[src/rtl/four_full_adder.sv]
// 16-bit registered adder made of four rippled 4-bit slices, each slice built from 1-bit full adders.
// Reports the carry out of every nibble alongside the registered sum.

module full_adder (
    input  logic i_x,
    input  logic i_y,
    input  logic i_c,
    output logic o_s,
    output logic o_co
);
    logic w_p;

    assign w_p  = i_x ^ i_y;
    assign o_s  = w_p ^ i_c;
    assign o_co = (i_x & i_y) | (i_c & w_p);
endmodule

module ripple_adder4 (
    input  logic [3:0] i_x,
    input  logic [3:0] i_y,
    input  logic       i_c,
    output logic [3:0] o_s,
    output logic       o_co
);
    logic [4:0] w_c;

    assign w_c[0] = i_c;

    for (genvar k = 0; k < 4; k++) begin : g_bit
        full_adder u_fa (
            .i_x  (i_x[k]),
            .i_y  (i_y[k]),
            .i_c  (w_c[k]),
            .o_s  (o_s[k]),
            .o_co (w_c[k+1])
        );
    end

    assign o_co = w_c[4];
endmodule

module four_full_adder (
    input  logic        Clk,
    input  logic        Rst,
    input  logic [15:0] a,
    input  logic [15:0] b,
    input  logic        cIn,
    output logic [15:0] sumFinal,
    output logic [3:0]  cOutFinal
);
    // w_carry[i] is the carry into nibble i; w_carry[4] is bit 16 of the full sum
    logic [4:0]  w_carry;
    logic [15:0] w_sum;
    logic [15:0] r_sum_p0;
    logic [3:0]  r_cout_p0;

    assign w_carry[0] = cIn;

    for (genvar n = 0; n < 4; n++) begin : g_slice
        ripple_adder4 u_slice (
            .i_x  (a[4*n +: 4]),
            .i_y  (b[4*n +: 4]),
            .i_c  (w_carry[n]),
            .o_s  (w_sum[4*n +: 4]),
            .o_co (w_carry[n+1])
        );
    end

    // Output register stage: single-cycle latency, cleared asynchronously
    always_ff @(posedge Clk or posedge Rst) begin
        if (Rst) begin
            r_sum_p0  <= 16'h0000;
            r_cout_p0 <= 4'b0000;
        end else begin
            r_sum_p0  <= w_sum;
            r_cout_p0 <= w_carry[4:1];
        end
    end

    assign sumFinal  = r_sum_p0;
    assign cOutFinal = r_cout_p0;
endmodule

[config.mk]
export PLATFORM = sky130hd
export DESIGN_NAME = four_full_adder
export DESIGN_NICKNAME = d
export VERILOG_FILES = /design/src/rtl/four_full_adder.sv
export SDC_FILE = /design/constraint.sdc
export NUM_CORES = 1
export LEC_CHECK = 0
export ABC_AREA = 1
export BUFFER_PORTS_ARGS = -buffer_cell sky130_fd_sc_hd__buf_2
export CAP_MARGIN = 0
export CELL_PAD_IN_SITES_DETAIL_PLACEMENT = 1
export CELL_PAD_IN_SITES_GLOBAL_PLACEMENT = 2
export CORE_MARGIN = 5
export CORE_UTILIZATION = 25
export DETAILED_ROUTE_END_ITERATION = 8
export GPL_TIMING_DRIVEN = 0
export MAX_ROUTING_LAYER = met4
export PLACE_DENSITY = 0.77
export SYNTH_ARGS = -nofsm -noshare
export SYNTH_HDL_FRONTEND = slang
export SYNTH_SLANG_ARGS = --single-unit
[constraint.sdc]
create_clock -name Clk -period 0.8 [get_ports Clk]
set_clock_uncertainty 0.05 [all_clocks]
set_input_delay 0.16 -clock Clk [delete_from_list [all_inputs] [get_ports Clk]]
set_output_delay 0.16 -clock Clk [all_outputs]
set_load 0.02 [all_outputs]
==> results list <==
* Fraction of power spent switching nets: 31.3%
- Endpoint arrival time on the critical path: 5.23 ns
* Setup slack after layout: -4.28 ns
- Synth-to-layout area growth: 60.8%
- Die area: 5200 µm²
- Number of buffer cells added on primary ports: 54
- Max-slew violations: 0
* Top-level port count: 55
- After the first detailed-routing iteration, the DRC count stood at 4.
- Start point of the critical path: a[0]
* Post-route ant nets: 0
* Largest area contributor in the netlist: sky130_fd_sc_hd__dfrtp_1
- Setup violations remaining at the end of the flow were counted as 39.
- Buffers inserted during clock tree synthesis total 3.
* Number of nets at the end of the flow: roughly 190
- Pint: ~2100 µW
* Share of power burned in the clock network: 21.8%
* P_leak: 0.000806 µW
- Setup CP Type: in -> reg
- Row count: 22
- The run finished, with violations left.
- For this configuration, the core starts out at a cell density of 26.1%.
* Fill cell total of the finished layout: 421
- Failing checks: negative hold slack, negative setup slack
* Total core area: 3690 µm²
- Part of the power in registers: 42.1%
- Number of nets in the synthesized netlist: around 130
- Max-cap violation count: 0
- Relative slew slack: 69.1%
- Static timing analysis puts the maximum clock frequency at 197 MHz.
- VDD sags by at most 0.000743 V.
- By count the netlist is led by sky130_fd_sc_hd__inv_1, sky130_fd_sc_hd__dfrtp_1, sky130_fd_sc_hd__fa_1.
- Residual DRC count: 0
* Yosys warns: 0
- Total gr overflow: 0
* Count of hold buffers inserted by post-cts repair: 0
- For this design the total switching power over the nets is approximately 950 µW.
- Layout cells sized above 1: 70.5%
- Sequential cell area fraction in the yosys report: between 50 and 60%
- sky130_fd_sc_hd__inv_1 is the most common cell in the netlist.
* Detailed-route vias per instance: between 3 and 4
- The clock net in this run drives a total of 20 sinks.
* Clock tree from TritonCTS: done
* Critical path's slowest cell: sky130_fd_sc_hd__fa_2
- Top fanout value on the critical path: 2
* Post-synthesis instance area: 963 µm²
- Sorting the synthesized cells by area gives the leading types as sky130_fd_sc_hd__dfrtp_1, sky130_fd_sc_hd__fa_1, sky130_fd_sc_hd__inv_1.
* Routability congestion estimate from global placement: about 0.68
- The final hold violation count was 20.
* Area fraction of the dominant cell type after synthesis: a little over 50%
- Counting every instance in the synthesized netlist gives between 70 and 80.
- After detailed routing, the total wire length is 2.11 mm.
- Once detailed placement completed, the half-perimeter wirelength came to 1.78 mm.
* GRT Util Overall: slightly above 9%
- Path class of the lowest-slack min-delay path: in -> async
- The worst setup path is launched from an input pin.
- The clock passes through at most 2 buffers.
* Ratio of final minimum period to clock period: 635%
- Summed negative setup slack over all endpoints: -46.56 ns
- The first global-routing pass estimated 3.59 mm of wire.
- Delay of the slowest cell on the worst path: 0.41 ns
- Combinational cells account for 36.1% of the total power.
- Slew at the pin with the worst max-slew slack: approximately 0.46 ns
- Worst endpoint required time: 0.95 ns
* Number of register bits inferred by synthesis: 20
- Number of antenna violations at the first check in global routing: 0
- Pwr Density: 1950 nW/µm²
- The synthesized design contains 0 enable-type register cells.
- Among all flip-flop cells after synthesis, the most frequent one is sky130_fd_sc_hd__dfrtp_1.
* Cell variety after synth: 3
* Number of global-route vias before repair: between 800 and 900
- After detailed routing, the average wire length per cell comes to 11.7 µm.
* Vias after detailed routing: between 600 and 700
- Vertical die dimension: 72.1 µm
* CTS Root Cell: sky130_fd_sc_hd__clkbuf_8
* Mapped Avg Cell Area: 13.0 µm²
- 0 antenna diodes ended up in the layout.
- The worst setup path is captured at a flop.
- Max H-tree Level: 1
- After synthesis, the share of flip-flops with an asynchronous set or reset is 100%.
* Cell repeated most along the worst path: sky130_fd_sc_hd__fa_2
* Pin count of the biggest net entering global routing: 21
- Cells fill 42.0% of the core in the end.
- The pre-antenna-repair detailed-routing pass consisted of 2 iterations.
- After clock tree synthesis, the clock-pin slew on the worst setup and hold paths is 0.07 ns.
* Minimum hold slack: -0.133 ns
- RSZ-0062 raised after global routing: yes
* Die X: 72.1 µm
- Counting I/O delays and the setup requirement, the final critical path takes 5.08 ns.
* Worst setup path end: sumFinal[15]
[layout make-up]
cell class | instances | area [µm²] | share of cell area [%]
clock buffers | 3 | 41.3 | 2.67
repair buffers | 55 | 425 | 27.5
well taps | 48 | 60.1 | 3.88
multi-input cells | 16 | 360 | 23.3
flip-flops and latches | 20 | 500 | 32.3
inverters | 38 | 161 | 10.4
[registers in the layout, summed over array words and instances, names as in the netlist]
signal	count
cOutFinal	4
sumFinal	16
[layout by cell type (no fill, tap or decap), drive strengths merged]
| master | count |
|---|---|
| clkbuf | 3 |
| clkinvlp | 1 |
| inv | 36 |
| clkinv | 1 |
| buf | 55 |
| fa | 16 |
| dfrtp | 20 |
[kinds of logic after synthesis]
logic type | count (synthesis) | synth area share, %
buffers and inverters | 38 | 14.8
adders and majority gates | 16 | 33.2
DFF | 20 | 51.9
[worst min path at each step]
stage	startpoint	end	slack (ns)	cells past startpoint
after floorplan	Rst	cOutFinal[0]	0.07	1
after global placement	Rst	cOutFinal[1]	0.29	2
after detailed placement	Rst	cOutFinal[1]	0.33	2
after CTS	Rst	cOutFinal[1]	0.04	2
after global routing	Rst	cOutFinal[1]	-0.09	2
final	Rst	sumFinal[11]	-0.13	2
[worst max-delay path, delay by kind of cell]
family | cells | cell delay, ns
fa+ha+maj | 16 | 4.49
buf+inv | 11 | 0.59
[through the flow]
| stage | total power, µW | area [µm²] | setup WS [ns] | std cells |
|---|---|---|---|---|
| final | 3030 | 1550 | -4.28 | 180 |
| after CTS | 3070 | 1530 | -4.33 | 179 |
| after global placement | 2070 | 1340 | -4.65 | 176 |
| after global routing | 3230 | 1550 | -4.49 | 180 |
| after floorplan | 1740 | 1010 | -4.33 | 74 |
| after detailed placement | 2120 | 1340 | -4.69 | 176 |
[power groups by stage]
stage / logic [µW] / clock network (µW) / registers (µW)
2_1_floorplan: 247 / 0 / 1490
3_3_place_gp: 831 / 0 / 1240
3_5_place_dp: 868 / 0 / 1250
4_1_cts: 1090 / 695 / 1280
5_1_grt: 1210 / 730 / 1300
6_report: 1090 / 659 / 1280
[repair_timing]
item | CTS | global route
endpoints found under the hold margin | 0 | 20
setup buffers | 0 | 1
gates cloned | 0 | 0
resized for setup | 46 | 8
endpoints found under the setup margin | 39 | 59
pin swaps | 3 | 0
[metal layers]
metal  global-route usage [%]  vias to the layer above  routed length (µm)  share of wire [%]
li1                         -                      300                   -                  -
met1                     9.99                      334                 761                 36
met2                     16.0                       38                1120                 53
met3                     3.88                        0                 231                 11
met4                     1.88                        0                   0                  0
met5                        -                        -                   0                  0
Note: power is estimated with default switching activity, not from simulation.
